==> src/rtl/x_mux_pipe.sv <==
// x_mux_pipe: X operand multiplexer with optional opmode and output
// registers, plus an illegal-opmode event monitor.
module x_mux_pipe #(
    parameter int AW        = 30,
    parameter int BW        = 18,
    parameter int MW        = 43,
    parameter int PW        = 48,
    parameter int XREG      = 1,
    parameter int OPMODEREG = 1,
    parameter int ERRW      = 4
) (
    input  logic            CLK,
    input  logic            RST,
    input  logic            CE_X,
    input  logic            CE_OPMODE,
    input  logic            VALID_IN,
    input  logic            M_SIGNED,
    input  logic            ERR_CLR,
    input  logic [AW-1:0]   A,
    input  logic [BW-1:0]   B,
    input  logic [MW-1:0]   M,
    input  logic [PW-1:0]   P,
    input  logic [3:0]      OP_MODE,
    output logic [PW-1:0]   X_MUX_OUT,
    output logic            VALID_OUT,
    output logic            ERR_FLAG,
    output logic [ERRW-1:0] ERR_CNT
);

    // Reject configurations the datapath cannot represent.
    if (PW != AW + BW) begin : g_bad_pw
        $error("x_mux_pipe: PW must equal AW+BW");
    end
    if (MW > PW) begin : g_bad_mw
        $error("x_mux_pipe: MW must not exceed PW");
    end

    logic [3:0]    opm;
    logic [PW-1:0] m_ext;
    logic [PW-1:0] sel;
    logic          illegal;
    logic          err_ev;

    // Effective opmode: registered or taken straight from the port.
    if (OPMODEREG != 0) begin : g_opm_reg
        logic [3:0] opm_q;
        logic [3:0] opm_d;

        // Next opmode: load when enabled, otherwise hold.
        always_comb begin
            opm_d = opm_q;
            if (CE_OPMODE) begin
                opm_d = OP_MODE;
            end
        end

        // Opmode register, cleared by reset.
        always_ff @(posedge CLK) begin
            if (RST) begin
                opm_q <= 4'b0000;
            end else begin
                opm_q <= opm_d;
            end
        end

        assign opm = opm_q;
    end else begin : g_opm_comb
        assign opm = OP_MODE;
    end

    // Sign- or zero-extend the multiplier product to full width.
    if (MW < PW) begin : g_m_ext
        assign m_ext = {{(PW-MW){M_SIGNED & M[MW-1]}}, M};
    end else begin : g_m_full
        assign m_ext = M;
    end

    // Operand selection; 01 is only legal as the full 4'b0101 code.
    always_comb begin
        sel     = '0;
        illegal = 1'b0;
        unique case (opm[1:0])
            2'b00: sel = '0;
            2'b01: begin
                if (opm[3:2] == 2'b01) begin
                    sel = m_ext;
                end else begin
                    illegal = 1'b1;
                end
            end
            2'b10: sel = P;
            2'b11: sel = {A, B};
        endcase
    end

    assign err_ev = VALID_IN & illegal;

    logic [ERRW-1:0] err_cnt_q;
    logic [ERRW-1:0] err_cnt_d;
    logic            err_flag_q;
    logic            err_flag_d;

    // Error monitor next state: clear wins, count saturates.
    always_comb begin
        err_cnt_d  = err_cnt_q;
        err_flag_d = err_flag_q;
        if (ERR_CLR) begin
            err_cnt_d  = '0;
            err_flag_d = 1'b0;
        end else if (err_ev) begin
            err_flag_d = 1'b1;
            if (err_cnt_q != {ERRW{1'b1}}) begin
                err_cnt_d = err_cnt_q + 1'b1;
            end
        end
    end

    // Error monitor state, independent of the output enable.
    always_ff @(posedge CLK) begin
        if (RST) begin
            err_cnt_q  <= '0;
            err_flag_q <= 1'b0;
        end else begin
            err_cnt_q  <= err_cnt_d;
            err_flag_q <= err_flag_d;
        end
    end

    assign ERR_CNT  = err_cnt_q;
    assign ERR_FLAG = err_flag_q;

    // Output stage: registered under CE_X, or a straight pass-through.
    if (XREG != 0) begin : g_x_reg
        logic [PW-1:0] x_q;
        logic [PW-1:0] x_d;
        logic          vld_q;
        logic          vld_d;

        // Next output: load selection and qualifier when enabled.
        always_comb begin
            x_d   = x_q;
            vld_d = vld_q;
            if (CE_X) begin
                x_d   = sel;
                vld_d = VALID_IN;
            end
        end

        // Output register, cleared by reset.
        always_ff @(posedge CLK) begin
            if (RST) begin
                x_q   <= '0;
                vld_q <= 1'b0;
            end else begin
                x_q   <= x_d;
                vld_q <= vld_d;
            end
        end

        assign X_MUX_OUT = x_q;
        assign VALID_OUT = vld_q;
    end else begin : g_x_comb
        assign X_MUX_OUT = sel;
        assign VALID_OUT = VALID_IN;
    end

endmodule
==> config.mk <==
export PLATFORM = sky130hd
export DESIGN_NAME = x_mux_pipe
export DESIGN_NICKNAME = d
export VERILOG_FILES = /design/src/rtl/x_mux_pipe.sv
export SDC_FILE = /design/constraint.sdc
export NUM_CORES = 1
export LEC_CHECK = 0
export BUFFER_PORTS_ARGS = -buffer_cell sky130_fd_sc_hd__buf_2
export CORE_UTILIZATION = 42
export CTS_BUF_LIST = sky130_fd_sc_hd__clkbuf_4 sky130_fd_sc_hd__clkbuf_8
export CTS_CLUSTER_SIZE = 10
export DETAILED_ROUTE_END_ITERATION = 8
export GPL_TIMING_DRIVEN = 0
export PLACE_DENSITY_LB_ADDON = 0.2
export SLEW_MARGIN = 20
export SYNTH_ARGS = -nofsm -noshare
export SYNTH_HDL_FRONTEND = slang
export SYNTH_SLANG_ARGS = --single-unit
==> constraint.sdc <==
create_clock -name CLK -period 1.75 [get_ports CLK]
set_input_delay 0.175 -clock CLK [delete_from_list [all_inputs] [get_ports CLK]]
set_output_delay 0.175 -clock CLK [all_outputs]
set_load 0.005 [all_outputs]
Word level (Yosys, flattened, before mapping)
Cells that the tools add are included.

Eq/ne operators: 5. Mux-type cells: 4. Reduce and logical (&&, ||, !) cells: 3. $add $sub $neg: 1. Bitwise gates (word level): 2.

Operator list (count): $pmux 48 s4 (1); $mux 48 (1); $add 4x1->4 const B (1); $eq 2x1->1 const B (2); $eq 2x2->1 const B (2); $ne 4x4->1 const B (1); $and 1x1->1 (2); $logic_not 2->1 (1); $mux 1 (2); $reduce_and 2->1 (1); $reduce_or 2->1 (1).

Register bits after elaboration: 58. Input port bits: 150. Output and inout bits: 54. Logic and storage cells: 20.

Logic depth before layout (Yosys ltp)
Gate-level depths: netlist of run 1.

Depth in word-level cells: 5. Mapped depth: 6. Mapped depth without buffers: 5.

Least setup slack after synthesis of run 1
OpenSTA, ideal clock, no wires.

Path kind: register -> register. Start point: register err_cnt_q[0], in the netlist ERR_CNT[0]. End point: register err_cnt_q[3], in the netlist ERR_CNT[3]. Arrival: 1.295 ns. Library setup time: 0.121 ns. Stages on the path, launching flop included: 6. Buffers on the path: 0. Path slack: 0.334 ns. Data required time: 1.629 ns. Clock period less this slack: 1.416 ns. Path through: dfxtp_1 > ha_1 > nand2_1 > o2111a_2 > nand4_1 > mux2_2.

Longest elaborated chain between the ends: 2. Elaborated cells on any way between the ends: 3. Those cells by class: 1 x add/sub; 1 x eq/ne; 1 x reduce/logical.

Ends and longest elaborated chain: from (decl) (line 98) `logic [ERRW-1:0] err_cnt_q;`; from (signal assigned) (line 124) `err_cnt_q <= err_cnt_d;`; parallel branches: the longest is 2 deep, another holds $add 4x1->4.

Several ways; the timed one is not identified. A chain may end at the register's enable or synchronous reset.

Worst setup path after layout of run 1
Start point: register g_opm_reg.opm_q[1]. End point: register g_x_reg.x_q[27], in the netlist X_MUX_OUT[27].

Longest elaborated chain between the ends: 2. Elaborated cells on any way between the ends: 5. Those cells by class: 3 x eq/ne; 1 x mux; 1 x reduce/logical.

Ends and longest elaborated chain: from (decl) (line 46) `logic [3:0] opm_q;`; from (signal assigned) (line 62) `opm_q <= opm_d;`; $eq 2x2->1 (tied with other cells) (line 82) `unique case (opm[1:0])`; $pmux 48 s4 * (line 82); to (signal assigned) (line 152) `x_q <= '0;`; to (signal assigned) (line 155) `x_q <= x_d;`; to (decl) (line 134) `logic [PW-1:0] x_q;`.

Every way passes the cells marked *; elsewhere a longest branch is shown, timed or not.

==> results by group, run 1 <==
Worst setup path
  • Crit path arrival time: 1.75 ns
  • Critical Path RT: 2.00 ns
  • Element type at the critical path end: flop
  • Startpoint types: flop
  • Critical path peak fanout: 10
  • Setup CP Type: flop to flop

Cells and area
  • Final instance area: 4150 sq um
  • Nets: 679
  • Most common cell after layout, fill and taps aside: buf_2
  • Diodes inserted: 0
  • Fill count: 570
  • Most frequent cells in the layout: buf_2, dfxtp_1, mux2_2, nand2_1, a22oi_1
  • Share of cells above drive strength 1: 53.2%
  • Fin util: 63.9%
  • Area growth syn-to-layout: 44.0%

Placement
  • Place WS: 0.244 ns
  • Gpl congestion: 0.776
  • Final HPWL DP: 6750 um
  • IO buf count: 201
  • Placed Area: 3980 sq um

GRT
  • Largest net degree at the start of global routing: 11
  • First-pass GRT wire length: 13400 um
  • Overflow left after global routing: 0
  • Initial antenna violation count: 0
  • Vias in the first global route: 2942
  • Total GRT Usage: 23.6%

Synth
  • Largest cells by area after synthesis: dfxtp_1, mux2_2, a22oi_1
  • Number of synthesized flops with an enable pin: 0
  • Synth top area share: 40.3%
  • #FFs+latches synth: 58
  • Syn Nets: 467
  • Synth Flop Type: dfxtp_1
  • Synthesized area: 2880 sq um
  • Sequential area share after synthesis: 40.3%
  • FFs w/ async S/R, synth: 0%
  • Distinct cell type count after synthesis: 27
  • Post-synth top area cell: dfxtp_1
  • Synth warnings: 0
  • Syn_area_per_cell: 9.11 sq um
  • Post-Syn Instances: 316

Timing
  • Final setup margin: 0.253 ns
  • Max-slew violations: 0
  • Fmax achieved: 668 MHz
  • Final hold vios: 0
  • RSZ-0062 raised after global routing: false
  • TNS Setup: 0 ns
  • Slew headroom: 63.6%
  • Final setup viols: 0
  • Fin crit share: 85.5%
  • Min Clock Period, post-route: 1.50 ns
  • Worst slew pin tran: 0.545 ns
  • Max Clock Skew: 0.00505 ns

Die
  • I/O Pins: 204
  • Die height: 84.8 um
  • Core area: 6490 sq um
  • Initial Util: 44.3%
  • Die W: 84.8 um
  • # rows: 29
  • DIE AREA: 7190 sq um

Clocking
  • Clock-pin slew on the worst setup and hold paths: 0.06 ns
  • Later-pin clock latency in the skew report: 0.32 ns
  • Post_cts resized: 0
  • Root Buffer: clkbuf_8
  • Clk sinks: 58
  • Post-CTS Hold Buffers: 0
  • CTS tree: yes
  • Post-CTS Setup Bufs: 0
  • H-tree depth: 3
  • Num CTS Buffers: 9
  • Clock buffer depth: 2

Power and ir drop
  • Worst vdd ir: 0.000407 V
  • Leak: 1.95 nW
  • PwrDens: 691 nW/um^2

Routing
  • Routed met3 length: 552 um
  • Met1 WL: 3590 um
  • WL per Instance: 14.0 um
  • Total number of vias: 3073
  • Via density: 5.06
  • DRC: 15
  • First-pass iteration count of the detailed router: 9
  • WL met2: 4170 um
  • Overall routed net length: 8510 um
  • Final ANT Viol Nets: 0
  • Uppermost layer routed: met4
  • Initial DRC Count: 156

Run
  • Max-cap violations: 0

Outcome
  • Failing checks: DRC
  • Outcome: finished, violations left

Hold path
  • Worst min path class: primary input to flop
[area by class of cell]
cell class	count	area [sq um]	area share, %
buffer	30	175	4.22
multi-input combinational	226	1540	37.0
timing repair buffer	201	1010	24.2
sequential	58	1160	28.0
clock buffer	13	166	4.01
tap	77	96.3	2.32
inverter	2	7.51	0.181
[power breakdown]
group          leakage, nW  total (W)  switching, W  internal (W)
logic                 1.39   0.000465      0.000198      0.000267
clock network       0.0883    0.00105      0.000452      0.000599
registers            0.469    0.00135    0.00000881       0.00134
total                 1.95    0.00287      0.000659       0.00221
[critical path, stage by stage, from the launching register on]
cell     delay (ns)
dfxtp_1        0.30
buf_2          0.16
buf_2          0.26
buf_1          0.42
a22oi_1        0.12
o21ai_0        0.17
[routing by layer]
| layer | GRT usage (%) | up-vias |
|---|---|---|
| met3 | 4.77 | 18 |
| li1 | - | 1559 |
| met4 | 10.0 | 0 |
| met5 | 0 | - |
| met1 | 27.3 | 1379 |
| met2 | 42.4 | 117 |
[state kept, by name (all words and copies together) (netlist names)]
signal and flops:
X_MUX_OUT 48, ERR_CNT 4, g_opm_reg.opm_q 4, ERR_FLAG 1
VALID_OUT 1
[cell usage after synthesis (4+ instances only)]
library cell,instances
a21oi_1,6
a22oi_1,43
buf_2,6
buf_4,4
buf_6,5
clkbuf_1,12
dfxtp_1,58
mux2_2,49
mux2i_1,6
nand2_1,49
nor2_1,13
o21ai_0,29
o21ai_1,19
[final timing paths]
path                            from            endpoint  slack, ns  cells after the start
setup / recovery  g_opm_reg.opm_q[1]       X_MUX_OUT[27]       0.25                      5
hold / removal            OP_MODE[3]  g_opm_reg.opm_q[3]       0.09                      3
setup reg to reg  g_opm_reg.opm_q[1]       X_MUX_OUT[27]       0.25                      5
hold reg to reg        X_MUX_OUT[46]       X_MUX_OUT[46]       0.45                      2
[kinds of logic (layout without fill, tap and decap cells)]
family / after synthesis / count (layout) / share of synthesized area (%)
compound gates: 100 / 100 / 21.5
xor+xnor: 1 / 1 / 0.304
fa+ha+maj: 1 / 1 / 0.434
buf+inv: 32 / 246 / 6.34
flops: 58 / 58 / 40.3
mux: 55 / 55 / 21.2
simple gates: 69 / 69 / 9.82
[through the flow]
step | instances | hold slack [ns] | total power (W)
2_1_floorplan | 316 | 0.322 | 0.00162
3_3_place_gp | 594 | 0.411 | 0.00183
3_5_place_dp | 594 | 0.419 | 0.00184
4_1_cts | 607 | 0.0755 | 0.00289
5_1_grt | 607 | 0.0914 | 0.00301
6_report | 607 | 0.0872 | 0.00287
Power figures use the tool's default switching activity.
==> run 2, diff against run 1 <==
Settings changed: GPL_TIMING_DRIVEN 0 to default.
==> results by group, run 2 (synthesis gave the netlist of run 1 again) <==
Outcome
  • Outcome: finished, violations left
  • Failing checks: DRC

GRT
  • Initial antenna violation count: 0
  • Total GRT Usage: 22.4%
  • Vias in the first global route: 2883
  • Largest net degree at the start of global routing: 33
  • First-pass GRT wire length: 12800 um
  • Overflow left after global routing: 0

Worst setup path
  • CP top delay family: flip-flops
  • Setup CP Type: flop to flop
  • Slowest library cell on the worst path: dfxtp_1
  • Worst path bufs/invs: 0
  • Crit path arrival time: 1.71 ns
  • Element type at the critical path end: flop
  • Startpoint types: flop
  • Crit path cell chain: ha_1 > nand2_1 > o2111a_2 > nand4_1 > mux2_2
  • CP peak stage delay: 0.39 ns
  • Critical Path RT: 1.97 ns
  • Critical path peak fanout: 4

Hold path
  • Worst min path class: primary input to flop

Clocking
  • Post-CTS Hold Buffers: 0
  • Clock-pin slew on the worst setup and hold paths: 0.07 ns
  • Root Buffer: clkbuf_8
  • Later-pin clock latency in the skew report: 0.33 ns
  • CTS tree: yes
  • Clk sinks: 58
  • Clock buffer depth: 2
  • H-tree depth: 3
  • Post-CTS Setup Bufs: 0
  • Num CTS Buffers: 9
  • Post_cts resized: 0

Cells and area
  • Multi-input gate area: 1540 sq um
  • Most common cell after layout, fill and taps aside: buf_2
  • Area growth syn-to-layout: 42.7%
  • Most frequent cells in the layout: buf_2, dfxtp_1, mux2_2, nand2_1, a22oi_1
  • Fin util: 63.3%
  • Finished Layout Cells: 591
  • Nets: 660
  • Max FFs per register: 48
  • Diodes inserted: 0
  • Fill count: 608
  • Reg area: 1160 sq um
  • Share of cells above drive strength 1: 55.1%

Power and ir drop
  • Worst vdd ir: 0.000470 V
  • Leak: 1.92 nW
  • PwrDens: 719 nW/um^2

Die
  • Core area: 6490 sq um
  • DIE AREA: 7190 sq um
  • I/O Pins: 204
  • Die height: 84.8 um
  • # rows: 29
  • Initial Util: 44.3%
  • Die W: 84.8 um

Timing
  • Max Clock Skew: 0.00885 ns
  • RSZ-0062 raised after global routing: false
  • Final hold vios: 0
  • Fmax achieved: 673 MHz
  • Fin crit share: 84.9%
  • Slew headroom: 70.3%
  • TNS Setup: 0 ns
  • Final setup margin: 0.264 ns
  • Hold_ws: 0.0917 ns
  • Worst slew pin tran: 0.444 ns
  • Min Clock Period, post-route: 1.49 ns
  • Final setup viols: 0
  • Max-slew violations: 0

Placement
  • Final HPWL DP: 6110 um
  • Gpl congestion: 0.802
  • IO buf count: 203
  • Placed Cells: 575
  • Place WS: 0.283 ns

Routing
  • Final ANT Viol Nets: 0
  • Via density: 5.06
  • First-pass iteration count of the detailed router: 9
  • DRC: 15
  • Total number of vias: 2989
  • Overall routed net length: 8080 um
  • Initial DRC Count: 130
  • WL per Instance: 13.7 um

Run
  • Max-cap violations: 0
[run 2: changes by cell type in the layout (fill, tap and decap cells not counted), moves of 3 or more]
cell	before	now
clkbuf_1	12	0
buf_6	5	0
buf_2	207	203
buf_4	4	7
[run 2: final timing paths]
check,start,end,slack (ns),depth (start not counted)
setup / recovery,ERR_CNT[0],ERR_CNT[3],0.26,5
hold / removal,OP_MODE[3],g_opm_reg.opm_q[3],0.09,3
setup reg to reg,ERR_CNT[0],ERR_CNT[3],0.26,5
hold reg to reg,X_MUX_OUT[20],X_MUX_OUT[20],0.44,2
[run 2: final cells by class]
type                    count  area share (%)
inverters                   2           0.183
clock inverters             2           0.244
multi-input cells         226            37.6
clock buffers              14            4.38
well taps                  77            2.34
flip-flops and latches     58            28.3
repair buffers            212            27.0
[run 2: report_power, final]
group	switching, W	internal (W)	leakage (nW)
clock network	0.000496	0.000657	0.103
logic	0.000188	0.000264	1.35
registers	0.0000119	0.00134	0.469
[run 2: stage by stage]
step / instance area (sq um) / total power [W]
floorplan: 2880 / 0.00162
CTS: 4110 / 0.00299
global route: 4110 / 0.00309
detailed placement: 3920 / 0.00184
finish: 4110 / 0.00296
global placement: 3920 / 0.00182
[run 2: worst min-delay path, delay by kind of cell]
family | cells | cell delay, ns
mux | 1 | 0.05
simple gates | 1 | 0.07
buf+inv | 1 | 0.08
[run 2: per-layer routing]
layer	up-vias	routed length, um	global-route usage, %
met3	16	519	4.57
met4	0	170	10.6
met2	117	4090	40.9
li1	1520	-	-
met5	-	0	0
met1	1336	3300	25.0
